<file path="src/rtl/instruction_decoder_rv32i_pkg.sv">
// Shared RV32I decode constants: format codes, ALU op codes, opcodes and field helpers.
package instruction_decoder_rv32i_pkg;

  localparam logic [2:0] FT_R    = 3'd0;
  localparam logic [2:0] FT_I    = 3'd1;
  localparam logic [2:0] FT_S    = 3'd2;
  localparam logic [2:0] FT_B    = 3'd3;
  localparam logic [2:0] FT_U    = 3'd4;
  localparam logic [2:0] FT_J    = 3'd5;
  localparam logic [2:0] FT_NONE = 3'd7;

  localparam logic [4:0] ALU_ADD   = 5'b00000;
  localparam logic [4:0] ALU_SUB   = 5'b00001;
  localparam logic [4:0] ALU_AND   = 5'b00010;
  localparam logic [4:0] ALU_OR    = 5'b00011;
  localparam logic [4:0] ALU_XOR   = 5'b00100;
  localparam logic [4:0] ALU_SLT   = 5'b00101;
  localparam logic [4:0] ALU_SLTU  = 5'b00110;
  localparam logic [4:0] ALU_PASSB = 5'b00111;
  localparam logic [4:0] ALU_EQ    = 5'b01000;
  localparam logic [4:0] ALU_NE    = 5'b01001;
  localparam logic [4:0] ALU_LT    = 5'b01010;
  localparam logic [4:0] ALU_GE    = 5'b01011;
  localparam logic [4:0] ALU_LTU   = 5'b01100;
  localparam logic [4:0] ALU_GEU   = 5'b01101;
  localparam logic [4:0] ALU_SLL   = 5'b10000;
  localparam logic [4:0] ALU_SRL   = 5'b10001;
  localparam logic [4:0] ALU_SRA   = 5'b10010;

  localparam logic [6:0] OPC_OP     = 7'b0110011;
  localparam logic [6:0] OPC_OP_IMM = 7'b0010011;
  localparam logic [6:0] OPC_LUI    = 7'b0110111;
  localparam logic [6:0] OPC_AUIPC  = 7'b0010111;
  localparam logic [6:0] OPC_JAL    = 7'b1101111;
  localparam logic [6:0] OPC_JALR   = 7'b1100111;
  localparam logic [6:0] OPC_BRANCH = 7'b1100011;
  localparam logic [6:0] OPC_LOAD   = 7'b0000011;
  localparam logic [6:0] OPC_STORE  = 7'b0100011;
  localparam logic [6:0] OPC_FENCE  = 7'b0001111;
  localparam logic [6:0] OPC_SYSTEM = 7'b1110011;

  localparam logic [1:0] WB_ALU  = 2'b00;
  localparam logic [1:0] WB_LOAD = 2'b01;
  localparam logic [1:0] WB_PC4  = 2'b10;

  localparam logic [1:0] MEM_NONE = 2'b00;
  localparam logic [1:0] MEM_BYTE = 2'b01;
  localparam logic [1:0] MEM_HALF = 2'b10;
  localparam logic [1:0] MEM_WORD = 2'b11;

  // IR field positions
  localparam int unsigned IR_OPCODE_MSB = 6;
  localparam int unsigned IR_RD_MSB     = 11;
  localparam int unsigned IR_RD_LSB     = 7;
  localparam int unsigned IR_FUNCT3_MSB = 14;
  localparam int unsigned IR_FUNCT3_LSB = 12;
  localparam int unsigned IR_ALT_BIT    = 30;

  // Arithmetic op for OP / OP-IMM; alt (IR[30]) picks SUB only for register forms.
  function automatic logic [4:0] alu_arith_op(input logic [2:0] funct3,
                                               input logic       alt,
                                               input logic       is_reg);
    logic [4:0] op;
    case (funct3)
      3'b000:  op = (alt && is_reg) ? ALU_SUB : ALU_ADD;
      3'b001:  op = ALU_SLL;
      3'b010:  op = ALU_SLT;
      3'b011:  op = ALU_SLTU;
      3'b100:  op = ALU_XOR;
      3'b101:  op = alt ? ALU_SRA : ALU_SRL;
      3'b110:  op = ALU_OR;
      default: op = ALU_AND;
    endcase
    return op;
  endfunction

endpackage

</file>
<file path="src/rtl/instruction_decoder_rv32i_imm_gen.sv">
// Sign-extended immediate builder for each RV32I instruction format.
module instruction_decoder_rv32i_imm_gen
  import instruction_decoder_rv32i_pkg::*;
(
  input  logic [31:7] ir_i,
  input  logic [2:0]  fmt_i,
  output logic [31:0] imm_o
);

  always_comb begin
    case (fmt_i)
      FT_I:    imm_o = {{20{ir_i[31]}}, ir_i[31:20]};
      FT_S:    imm_o = {{20{ir_i[31]}}, ir_i[31:25], ir_i[11:7]};
      FT_B:    imm_o = {{19{ir_i[31]}}, ir_i[31], ir_i[7], ir_i[30:25], ir_i[11:8], 1'b0};
      FT_U:    imm_o = {ir_i[31:12], 12'b0};
      FT_J:    imm_o = {{11{ir_i[31]}}, ir_i[31], ir_i[19:12], ir_i[20], ir_i[30:21], 1'b0};
      default: imm_o = 32'd0;
    endcase
  end

endmodule

</file>
<file path="src/rtl/instruction_decoder_rv32i.sv">
// Combinational RV32I instruction decoder with a sticky illegal-opcode flag.
module instruction_decoder_rv32i
  import instruction_decoder_rv32i_pkg::*;
(
  input  logic        clk,
  input  logic        RST,
  input  logic [31:0] IR,
  output logic [4:0]  alu_instruction,
  output logic [31:0] immediate_value,
  output logic [2:0]  instruction_format_type,
  output logic [1:0]  write_back_type,
  output logic [1:0]  data_memory_read_status,
  output logic [1:0]  data_memory_write_status,
  output logic        data_memory_load_signed,
  output logic [4:0]  destination_register_number,
  output logic        pc_for_input_a,
  output logic        jump,
  output logic        illegal_seen
);

  logic [6:0] opcode;
  logic [2:0] funct3;
  logic       alt;
  logic       illegal_hit;
  logic       illegal_seen_d, illegal_seen_q;

  assign opcode = IR[IR_OPCODE_MSB:0];
  assign funct3 = IR[IR_FUNCT3_MSB:IR_FUNCT3_LSB];
  assign alt    = IR[IR_ALT_BIT];

  always_comb begin
    // NOTE: every output gets a NOP default first so no path through the case infers a latch.
    instruction_format_type  = FT_NONE;
    alu_instruction          = ALU_ADD;
    write_back_type          = WB_ALU;
    data_memory_read_status  = MEM_NONE;
    data_memory_write_status = MEM_NONE;
    data_memory_load_signed  = 1'b0;
    pc_for_input_a           = 1'b0;
    jump                     = 1'b0;
    illegal_hit              = 1'b0;
    case (opcode)
      OPC_OP: begin
        instruction_format_type = FT_R;
        alu_instruction         = alu_arith_op(funct3, alt, 1'b1);
      end
      OPC_OP_IMM: begin
        instruction_format_type = FT_I;
        alu_instruction         = alu_arith_op(funct3, alt, 1'b0);
      end
      OPC_LUI: begin
        instruction_format_type = FT_U;
        alu_instruction         = ALU_PASSB;
      end
      OPC_AUIPC: begin
        instruction_format_type = FT_U;
        pc_for_input_a          = 1'b1;
      end
      OPC_JAL: begin
        instruction_format_type = FT_J;
        jump                    = 1'b1;
        write_back_type         = WB_PC4;
      end
      OPC_JALR: begin
        instruction_format_type = FT_I;
        jump                    = 1'b1;
        write_back_type         = WB_PC4;
      end
      OPC_BRANCH: begin
        case (funct3)
          3'b000:  alu_instruction = ALU_EQ;
          3'b001:  alu_instruction = ALU_NE;
          3'b100:  alu_instruction = ALU_LT;
          3'b101:  alu_instruction = ALU_GE;
          3'b110:  alu_instruction = ALU_LTU;
          3'b111:  alu_instruction = ALU_GEU;
          default: illegal_hit     = 1'b1;
        endcase
        if (!illegal_hit) begin
          instruction_format_type = FT_B;
          jump                    = 1'b1;
        end
      end
      OPC_LOAD: begin
        // funct3[2] marks the unsigned variants; funct3[1:0] is the access size.
        if (funct3 == 3'b011 || funct3 == 3'b110 || funct3 == 3'b111) begin
          illegal_hit = 1'b1;
        end else begin
          instruction_format_type = FT_I;
          write_back_type         = WB_LOAD;
          data_memory_read_status = funct3[1:0] + 2'd1;
          data_memory_load_signed = ~funct3[2];
        end
      end
      OPC_STORE: begin
        if (funct3[2] || funct3[1:0] == 2'b11) begin
          illegal_hit = 1'b1;
        end else begin
          instruction_format_type  = FT_S;
          data_memory_write_status = funct3[1:0] + 2'd1;
        end
      end
      OPC_FENCE, OPC_SYSTEM: ;
      default: illegal_hit = 1'b1;
    endcase
  end

  always_comb begin
    case (instruction_format_type)
      FT_R, FT_I, FT_U, FT_J: destination_register_number = IR[IR_RD_MSB:IR_RD_LSB];
      default:                destination_register_number = 5'd0;
    endcase
  end

  instruction_decoder_rv32i_imm_gen u_imm_gen (
    .ir_i  (IR[31:7]),
    .fmt_i (instruction_format_type),
    .imm_o (immediate_value)
  );

  assign illegal_seen_d = illegal_seen_q | illegal_hit;

  always_ff @(posedge clk) begin
    // NOTE: state registers use non-blocking assignment so every flop samples pre-edge values.
    if (RST) illegal_seen_q <= 1'b0;
    else     illegal_seen_q <= illegal_seen_d;
  end

  assign illegal_seen = illegal_seen_q;

endmodule

</file>
<file path="config.mk">
export PLATFORM = sky130hd
export DESIGN_NAME = instruction_decoder_rv32i
export DESIGN_NICKNAME = d
export VERILOG_FILES = /design/src/rtl/instruction_decoder_rv32i_pkg.sv /design/src/rtl/instruction_decoder_rv32i_imm_gen.sv /design/src/rtl/instruction_decoder_rv32i.sv
export SDC_FILE = /design/constraint.sdc
export NUM_CORES = 1
export LEC_CHECK = 0
export ABC_AREA = 1
export CORE_UTILIZATION = 31
export DETAILED_ROUTE_END_ITERATION = 10
export HOLD_SLACK_MARGIN = 0.15
export PLACE_DENSITY = 0.76
export SKIP_CTS_REPAIR_TIMING = 1
export SLEW_MARGIN = 40
export SYNTH_ARGS = -nofsm -noshare
export SYNTH_HDL_FRONTEND = slang
export SYNTH_HIERARCHICAL = 1
export SYNTH_SLANG_ARGS = --single-unit
</file>
<file path="constraint.sdc">
create_clock -name clk -period 2.04 [get_ports clk]
set_input_delay 0.408 -clock clk [delete_from_list [all_inputs] [get_ports clk]]
set_output_delay 0.408 -clock clk [all_outputs]
set_load 0.03 [all_outputs]
</file>
==> flow_summary.json, run 1 <==
{
  "post-route-drc-count": 0,
  "nFillCells": 85,
  "final_antenna_net_count": 0,
  "crit_type": "in -> out",
  "gp_congestion": 0.923,
  "grt_overflow": 0,
  "m1WireLength_mm": 2.77,
  "cp.arrival_ns": 2.38,
  "die_h_um": 62.4,
  "highest_layer": "met4",
  "ir_drop_mv": 0.134,
  "dpl-instance-area_mm2": 0.00269,
  "ios": 89,
  "drive_gt1_share_pct": 65.8,
  "yosysSeqAreaShare_pct": 1.77,
  "num_vias": 2287,
  "violations": "setup timing",
  "synth-xor-area-share_pct": 0,
  "setup_ws_ns": -0.745,
  "fin_tns_setup_ns": -25.44,
  "cp_data_required_time_ns": 1.63,
  "largest_reg_flops": 1,
  "synth-simple-area-share_pct": 69.0,
  "first_iter_violations": 140,
  "core_mm2": 0.00342,
  "max_cap_viol_count": 0,
  "via_per_inst": 5.67,
  "dpl.hpwl_mm": 3.81,
  "die-width_um": 62.4,
  "layout_commonest_cell": "buf_6",
  "synth_compound_area_share_pct": 6.42,
  "wl_met3_um": 609,
  "antenna_found_initial": 0,
  "ys_ff_latch": 1,
  "grt_pass1_wl_mm": 7.85,
  "antenna_cells": 0,
  "numPortBuffers": 88,
  "crit_fanout": 5,
  "routedWlPerCell_um": 19.3,
  "syn_avg_cell_area_um2": 5.26,
  "period_share_pct": 137,
  "grt_max_degree": 12,
  "period_needed_ns": 2.79,
  "design_area_mm2": 0.00326,
  "hold_class": "reg -> reg",
  "num_rows": 21,
  "final_cell_mix": "56 x buf_6, 54 x buf_4, 34 x nand3_1",
  "timing.fmax_mhz": 359,
  "finalSetupViolCount": 48,
  "fin_nets": 397,
  "hold_viol_final": 0,
  "rsz0062_at_grt": "true",
  "routed_wl_mm": 7.77,
  "synth_adder_area_share_pct": 4.42,
  "firstDrtPassIters": 5,
  "wl_met2_mm": 4.00,
  "tightestPinTransition_ns": 0.305,
  "synth_top_family_by_area": "simple AND/OR/NAND/NOR gates",
  "muxShareOfSynthArea_pct": 0,
  "status": "finished with violations",
  "synthToLayoutAreaGrowth_pct": 188,
  "p_leak_nw": 1.73,
  "start_kind": "input port",
  "syn_inst": 215,
  "yosys_warnings": 6,
  "end_kind": "output port",
  "clk_pin_slew_worst_paths_ns": 0,
  "start_util_pct": 33.1,
  "grt_usage_pct": 23.4,
  "relSlewSlack_pct": 79.6,
  "dieArea_mm2": 0.00389,
  "fin_skew_ns": 0,
  "synth_nets": 253,
  "power_density_mw_per_mm2": 186,
  "netlist_area_mm2": 0.00113,
  "synth_cell_types": 28,
  "slew_violations": 0,
  "grt_pass1_vias": 1779,
  "clkLatencyLatePin_ns": 0
}
-- synthesized netlist by cell type --
cell type	n	area share, %
nor2_8	1	1.8
nand3b_4	1	1.8
inv_2	9	3.0
o211ai_1	1	0.66
buf_2	4	1.8
dfxtp_1	1	1.8
buf_6	2	2.0
buf_4	5	3.3
or2_1	1	0.55
nand4_1	6	3.3
nand3b_1	1	0.66
nand3_1	53	23
a21oi_2	1	0.77
ha_1	4	4.4
o211ai_2	1	1.1
o2111ai_1	1	0.77
nor2_4	2	2.0
nand2_2	5	2.8
nor3_1	4	1.8
a21oi_1	1	0.44
o21ai_1	2	0.88
nand2_4	2	2.0
o21ai_0	4	1.8
inv_1	25	8.3
nor2_2	9	5.0
nand2_1	43	14
nand3_2	2	1.8
nor2_1	24	8.0
-- power breakdown --
group	total [W]	switching [W]	internal, W
sequential	0.0000224	0.00000100	0.0000214
clock	0	0	0
combinational	0.000585	0.000322	0.000263
-- per-layer routing --
metal	vias up	global-route usage, %
li1	987	-
met1	1076	31.4
met2	175	42.5
met3	49	1.82
met4	0	0.581
met5	-	0
-- final timing paths --
| path | start | to | slack (ns) | depth (start not counted) |
|---|---|---|---|---|
| max | IR[12] | immediate_value[31] | -0.75 | 15 |
| min | illegal_seen | illegal_seen | 0.58 | 2 |
| max reg2reg | illegal_seen | illegal_seen | 1.35 | 2 |
| min reg2reg | illegal_seen | illegal_seen | 0.58 | 2 |
-- kinds of logic (layout without fill, tap and decap cells) --
group / after synthesis / count (layout)
AOI/OAI and AO/OA: 11 / 11
adders and majority gates: 4 / 4
and+or+nand+nor: 154 / 154
DFF: 1 / 1
buffers and inverters: 45 / 187
-- cell type report --
cell class / count / area, um2 / area share [%]
Inverter: 34 / 166 / 5.11
Multi-Input combinational cell: 169 / 1450 / 44.4
Sequential cell: 1 / 20.0 / 0.615
Timing Repair Buffer: 153 / 1570 / 48.1
Tap cell: 46 / 57.6 / 1.77
-- per-stage QoR --
step / utilization (%) / instances / worst slack [ns] / power, W / hold slack, ns
after CTS: 78.8 / 394 / -1.01 / 0.000491 / 0.532
after floorplan: - / 215 / -0.485 / 0.000268 / 0.470
after global routing: 95.3 / 403 / -0.779 / 0.000632 / 0.600
after detailed placement: 78.8 / 394 / -1.00 / 0.000489 / 0.540
final: 95.3 / 403 / -0.745 / 0.000607 / 0.580
after global placement: 78.8 / 394 / -0.942 / 0.000484 / 0.514
-- worst max-delay path, cell delays in order --
cell	delay (ns)
buf_4	0.15
inv_4	0.07
ha_4	0.13
nand2_1	0.10
nand2_2	0.12
nor2_2	0.06
nand2_1	0.09
nand3_2	0.09
nand3b_1	0.33
inv_2	0.23
o211ai_4	0.11
buf_12	0.15
clkbuf_16	0.16
nand2_4	0.06
buf_6	0.13
Power figures use the tool's default switching activity.
==> run 2, diff against run 1 <==
--- a/config.mk
+++ b/config.mk
@@ -6,6 +6,7 @@
 export NUM_CORES = 1
 export LEC_CHECK = 0
 export ABC_AREA = 1
+export CORE_ASPECT_RATIO = 0.8
 export CORE_UTILIZATION = 31
 export DETAILED_ROUTE_END_ITERATION = 10
 export HOLD_SLACK_MARGIN = 0.15
==> constraint.sdc (replaced) <==
create_clock -name clk -period 2.04 [get_ports clk]
set_input_delay 0.612 -clock clk [delete_from_list [all_inputs] [get_ports clk]]
set_output_delay 0.612 -clock clk [all_outputs]
set_load 0.03 [all_outputs]
==> run 2 against run 1 <==
  * The flow now stops in global routing
  * Synthesized cell count did not move
  * Synthesized area did not move
==> flow_summary.json, run 2 <==
{
  "syn_inst": 215,
  "yosysMostFrequentCell": "nand3_1",
  "ios": 89,
  "stop_stage": "global routing",
  "synth_nets": 253,
  "tool.error": "[ERROR DPL-0038] Utilization greater than 100%, impossible to legalize",
  "yosysSeqAreaShare_pct": 1.77,
  "yosys-top-cells-area": "nand3_1 23%, nand2_1 14%, inv_1 8.3%",
  "synth_cell_types": 28,
  "die_h_um": 56.0,
  "num_rows": 19,
  "die-width_um": 69.5,
  "synthArstFlopShare_pct": 0,
  "synthFlopType": "dfxtp_1",
  "worstEndpointGrtRepair": "immediate_value[29]",
  "status": "aborted with a tool error",
  "netlist_area_mm2": 0.00113,
  "numPortBuffers": 88,
  "start_util_pct": 32.8,
  "gp_congestion": 0.882,
  "synth_edf_count": 0,
  "yosys.area.top_type_share_pct": 23.5,
  "yosys_warnings": 6,
  "ys_ff_latch": 1,
  "dpl.hpwl_mm": 4.02,
  "worstEpCategory": "primary output",
  "ys_top_cells_by_count": "53 x nand3_1, 43 x nand2_1, 25 x inv_1, 24 x nor2_1",
  "syn_avg_cell_area_um2": 5.26,
  "grt_max_degree": 21,
  "yosys.area.top_type": "nand3_1"
}
run 2: cell counts after synthesis:
Identical to the previous run, type by type.
run 2: cells by family after synthesis:
kind of cell	after synthesis	share of synthesized area [%]
simple gates	154	69.0
buf+inv	45	18.4
compound gates	11	6.42
fa+ha+maj	4	4.42
flops	1	1.77
run 2: through the flow:
stage                     instance area, um2  utilization, %  setup slack (ns)  std cells  hold WS, ns
after floorplan                         1640               -            -0.893        215        0.654
after global placement                  2870            83.3             -1.32        393        0.503
after detailed placement                2870            83.3             -1.41        393        0.527
after CTS                               2870            83.3             -1.42        393        0.517
==> run 3, diff against run 2 <==
--- a/config.mk
+++ b/config.mk
@@ -6,11 +6,9 @@
 export NUM_CORES = 1
 export LEC_CHECK = 0
 export ABC_AREA = 1
-export CORE_ASPECT_RATIO = 0.8
-export CORE_UTILIZATION = 31
+export CORE_UTILIZATION = 30
 export DETAILED_ROUTE_END_ITERATION = 10
-export HOLD_SLACK_MARGIN = 0.15
-export PLACE_DENSITY = 0.76
+export PLACE_DENSITY_LB_ADDON = 0.15
 export SKIP_CTS_REPAIR_TIMING = 1
 export SLEW_MARGIN = 40
 export SYNTH_ARGS = -nofsm -noshare
==> constraint.sdc (replaced) <==
create_clock -name clk -period 2.65 [get_ports clk]
set_input_delay 0.795 -clock clk [delete_from_list [all_inputs] [get_ports clk]]
set_output_delay 0.795 -clock clk [all_outputs]
set_load 0.03 [all_outputs]
==> run 3 against run 2 <==
  * The flow now finishes, with violations (setup timing)
==> flow_summary.json, run 3 (synthesis gave the netlist of run 1 again) <==
{
  "status": "finished with violations",
  "violations": "setup timing",
  "clk_pin_slew_worst_paths_ns": 0,
  "finalSetupViolCount": 53,
  "p_leak_nw": 1.78,
  "clkLatencyLatePin_ns": 0,
  "slew_violations": 0,
  "crit_type": "in -> out",
  "die-width_um": 63.4,
  "firstDrtPassIters": 5,
  "routedWlPerCell_um": 23.1,
  "via_per_inst": 6.11,
  "start_kind": "input port",
  "power_density_mw_per_mm2": 150,
  "antenna_found_initial": 0,
  "timing.fmax_mhz": 278,
  "tightestPinTransition_ns": 0.369,
  "grt_pass1_vias": 1792,
  "hold_path_depth": 2,
  "ios": 89,
  "preCtsSetupSlack_ns": -1.23,
  "crit_fanout": 8,
  "layout_commonest_cell": "buf_4",
  "antenna_cells": 0,
  "dieArea_mm2": 0.00402,
  "reg2reg_depth": 2,
  "synthToLayoutAreaGrowth_pct": 197,
  "grt_max_degree": 12,
  "ir_drop_mv": 0.100,
  "post-route-drc-count": 0,
  "die_h_um": 63.4,
  "gp_congestion": 0.912,
  "grt_overflow": 0,
  "drive_gt1_share_pct": 67.9,
  "setup_ws_ns": -0.941,
  "core_mm2": 0.00347,
  "fin_cells": 411,
  "num_rows": 21,
  "grt_usage_pct": 22.8,
  "final_antenna_net_count": 0,
  "period_share_pct": 136,
  "cp.arrival_ns": 2.80,
  "relSlewSlack_pct": 75.3,
  "numPortBuffers": 88,
  "largest_reg_flops": 1,
  "grt_pass1_wl_mm": 7.75,
  "first_iter_violations": 257,
  "routed_wl_mm": 9.48,
  "fin_nets": 405,
  "num_vias": 2510,
  "hold_class": "reg -> reg",
  "cp_data_required_time_ns": 1.86,
  "end_kind": "output port",
  "fin_skew_ns": 0,
  "period_needed_ns": 3.59,
  "final_cell_mix": "62 x buf_4, 58 x buf_6, 35 x nand3_1",
  "rrSetupSlack_ns": 1.99,
  "max_cap_viol_count": 0,
  "power.total_w": 0.000504,
  "rsz0062_at_grt": "true",
  "nFillCells": 61,
  "dpl.hpwl_mm": 3.86,
  "start_util_pct": 32.6,
  "dpl.cell_count": 395,
  "hold_viol_final": 0
}
## run 3: worst paths after layout
kind,from,endpoint
max,IR[4],immediate_value[1]
min,illegal_seen,illegal_seen
max reg2reg,illegal_seen,illegal_seen
min reg2reg,illegal_seen,illegal_seen
## run 3: power breakdown
| group | switching (W) | total [W] | internal (W) | leakage [nW] |
|---|---|---|---|---|
| Sequential | 0.000000812 | 0.0000173 | 0.0000164 | 0.00844 |
| Combinational | 0.000268 | 0.000486 | 0.000218 | 1.77 |
| Clock | 0 | 0 | 0 | 0 |
## run 3: stage by stage
stage	setup TNS (ns)	hold WS, ns	util [%]	instance area, um2
4_1_cts	-51.18	0.512	78.5	2720
5_1_grt	-42.87	0.597	96.9	3360
2_1_floorplan	-19.61	0.654	-	1510
6_report	-32.42	0.590	96.9	3360
3_5_place_dp	-50.71	0.519	78.5	2720
3_3_place_gp	-46.54	0.508	78.5	2720
## run 3: critical path, stage by stage
cell and delay (ns):
clkbuf_2 0.14, inv_2 0.12, nand2_1 0.11, nor2_1 0.32
nand3_2 0.18, nand3_2 0.11, nand3b_1 0.13, buf_6 0.15
inv_2 0.08, buf_12 0.14, buf_4 0.15, nand3_1 0.13
nand2_2 0.09, buf_6 0.15
## run 3: cell type report
cell class / count / area (um2) / share of cell area (%)
multi-input combinational: 169 / 1470 / 43.7
tap: 46 / 57.6 / 1.71
inverter: 34 / 176 / 5.25
timing repair buffer: 161 / 1640 / 48.7
sequential: 1 / 20.0 / 0.596
## run 3: routing by layer
metal | routed length, um | global-route usage, %
met5 | 0 | 0
met4 | 862 | 1.14
met3 | 941 | 1.27
met2 | 4700 | 42.7
met1 | 2970 | 29.6
==> run 4, diff against run 3 <==
--- a/config.mk
+++ b/config.mk
@@ -6,8 +6,9 @@
 export NUM_CORES = 1
 export LEC_CHECK = 0
 export ABC_AREA = 1
-export CORE_UTILIZATION = 30
+export CORE_AREA = 2 2 63 65
 export DETAILED_ROUTE_END_ITERATION = 10
+export DIE_AREA = 0 0 65 67
 export PLACE_DENSITY_LB_ADDON = 0.15
 export SKIP_CTS_REPAIR_TIMING = 1
 export SLEW_MARGIN = 40
==> run 4 against run 3 <==
  * The run still ends with setup timing left
  * Global-route usage down 3.7 points
  * Cell area fell by 3.5%
  * Sequential power about the same
  * Sequential share of layout area hardly changed
  * Setup slack improved by 0.088 ns
  * Cell count down 0.73%
  * Routed wire length is 27% lower
  * Hold slack got worse by 0.046 ns
  * Combinational power is 9.5% lower
==> flow_summary.json, run 4 (synthesis gave the netlist of run 1 again) <==
{
  "crit_type": "in -> out",
  "clkLatencyLatePin_ns": 0,
  "post-route-drc-count": 0,
  "firstDrtPassIters": 5,
  "dpl.hpwl_mm": 3.81,
  "ir_drop_mv": 0.0852,
  "antenna_found_initial": 0,
  "via_per_inst": 5.22,
  "numPortBuffers": 88,
  "power_density_mw_per_mm2": 141,
  "core_mm2": 0.00361,
  "critPathTopFamily": "simple AND/OR/NAND/NOR gates",
  "final_cell_mix": "66 x buf_4, 53 x buf_6, 27 x nand3_1",
  "crit_path_cell_trace": "buf_6, inv_4, ha_4, nand2_2, nand2_2, nor2_4, nand2_1, nand3_2, nand3b_1, inv_2, o211ai_4, clkbuf_16, nand3_4, buf_6",
  "reg2reg_depth": 2,
  "slowest_stage": "nand3b_1",
  "hold_viol_final": 0,
  "final_antenna_net_count": 0,
  "fin_tns_setup_ns": -29.82,
  "hold_path_depth": 2,
  "min-delay-start": "illegal_seen",
  "dieArea_mm2": 0.00436,
  "p_leak_nw": 1.69,
  "end_kind": "output port",
  "die-width_um": 65,
  "die_h_um": 67,
  "start_util_pct": 31.4,
  "fin_nets": 400,
  "antenna_cells": 0,
  "hold-path-endpoint": "illegal_seen",
  "start_kind": "input port",
  "gp_congestion": 0.891,
  "crit_fanout": 6,
  "preCtsSetupSlack_ns": -1.23,
  "grt_pass1_vias": 1699,
  "hold_class": "reg -> reg",
  "ios": 89,
  "routedWlPerCell_um": 16.9,
  "power.total_w": 0.000457,
  "crit_path_max_incr_delay_ns": 0.28,
  "first_iter_violations": 149,
  "grt_usage_pct": 19.1,
  "layout_commonest_cell": "buf_4",
  "period_needed_ns": 3.50,
  "grt_max_degree": 12,
  "relSlewSlack_pct": 74.3,
  "timing.rr.start": "illegal_seen",
  "num_rows": 22,
  "routed_wl_mm": 6.89,
  "cp_num_buf_inv": 5,
  "rr_endpoint": "illegal_seen",
  "violations": "setup timing",
  "max_cap_viol_count": 0,
  "rrSetupSlack_ns": 2.02,
  "drive_gt1_share_pct": 67.8,
  "rsz0062_at_grt": "true",
  "cp.arrival_ns": 2.71,
  "largest_reg_flops": 1,
  "synthToLayoutAreaGrowth_pct": 187,
  "slew_violations": 0,
  "finalSetupViolCount": 48,
  "timing.fmax_mhz": 285,
  "status": "finished with violations",
  "num_vias": 2128,
  "fin_skew_ns": 0,
  "tightestPinTransition_ns": 0.384,
  "period_share_pct": 132,
  "clk_pin_slew_worst_paths_ns": 0,
  "grt_overflow": 0,
  "grt_pass1_wl_mm": 6.96,
  "setup_ws_ns": -0.853,
  "cp_data_required_time_ns": 1.86
}
## run 4: how the worst max path moves through the flow
stage	start	to	slack, ns	cells after the start
floorplan	IR[2]	immediate_value[20]	-0.65	10
global placement	IR[13]	immediate_value[23]	-1.10	14
detailed placement	IR[13]	immediate_value[30]	-1.23	14
CTS	IR[13]	immediate_value[30]	-1.22	14
global route	IR[12]	immediate_value[21]	-0.96	14
finish	IR[12]	immediate_value[21]	-0.85	14
## run 4: per-stage QoR
stage | area [um2] | utilization, % | hold WS, ns | cells
6_report | 3240 | 89.9 | 0.545 | 408
4_1_cts | 2720 | 75.3 | 0.518 | 398
2_1_floorplan | 1510 | - | 0.654 | 215
3_5_place_dp | 2720 | 75.3 | 0.523 | 398
3_3_place_gp | 2720 | 75.3 | 0.503 | 398
5_1_grt | 3240 | 89.9 | 0.564 | 408
## run 4: where the power goes
group / switching (W) / total [W] / internal [W]
clock: 0 / 0 / 0
sequential: 0.000000639 / 0.0000171 / 0.0000164
combinational: 0.000241 / 0.000440 / 0.000199
## run 4: cell type report
cell class	count	area [um2]
multi-input combinational	169	1470
sequential	1	20.0
timing repair buffer	156	1530
fill	155	364
inverter	34	164
tap	48	60.1
## run 4: tightest hold or removal path: cells and delay by family, from the launching register on
family             cells  cell delay [ns]
DFF                    1             0.32
AOI/OAI and AO/OA      1             0.12
and+or+nand+nor        1             0.07
## run 4: routing by layer
layer,global-route usage (%),part of all wire [%],vias up
li1,-,-,991
met1,24.5,38,1021
met2,36.1,55,100
met3,1.86,4.6,16
met4,0.532,2.1,0
met5,0,0,-
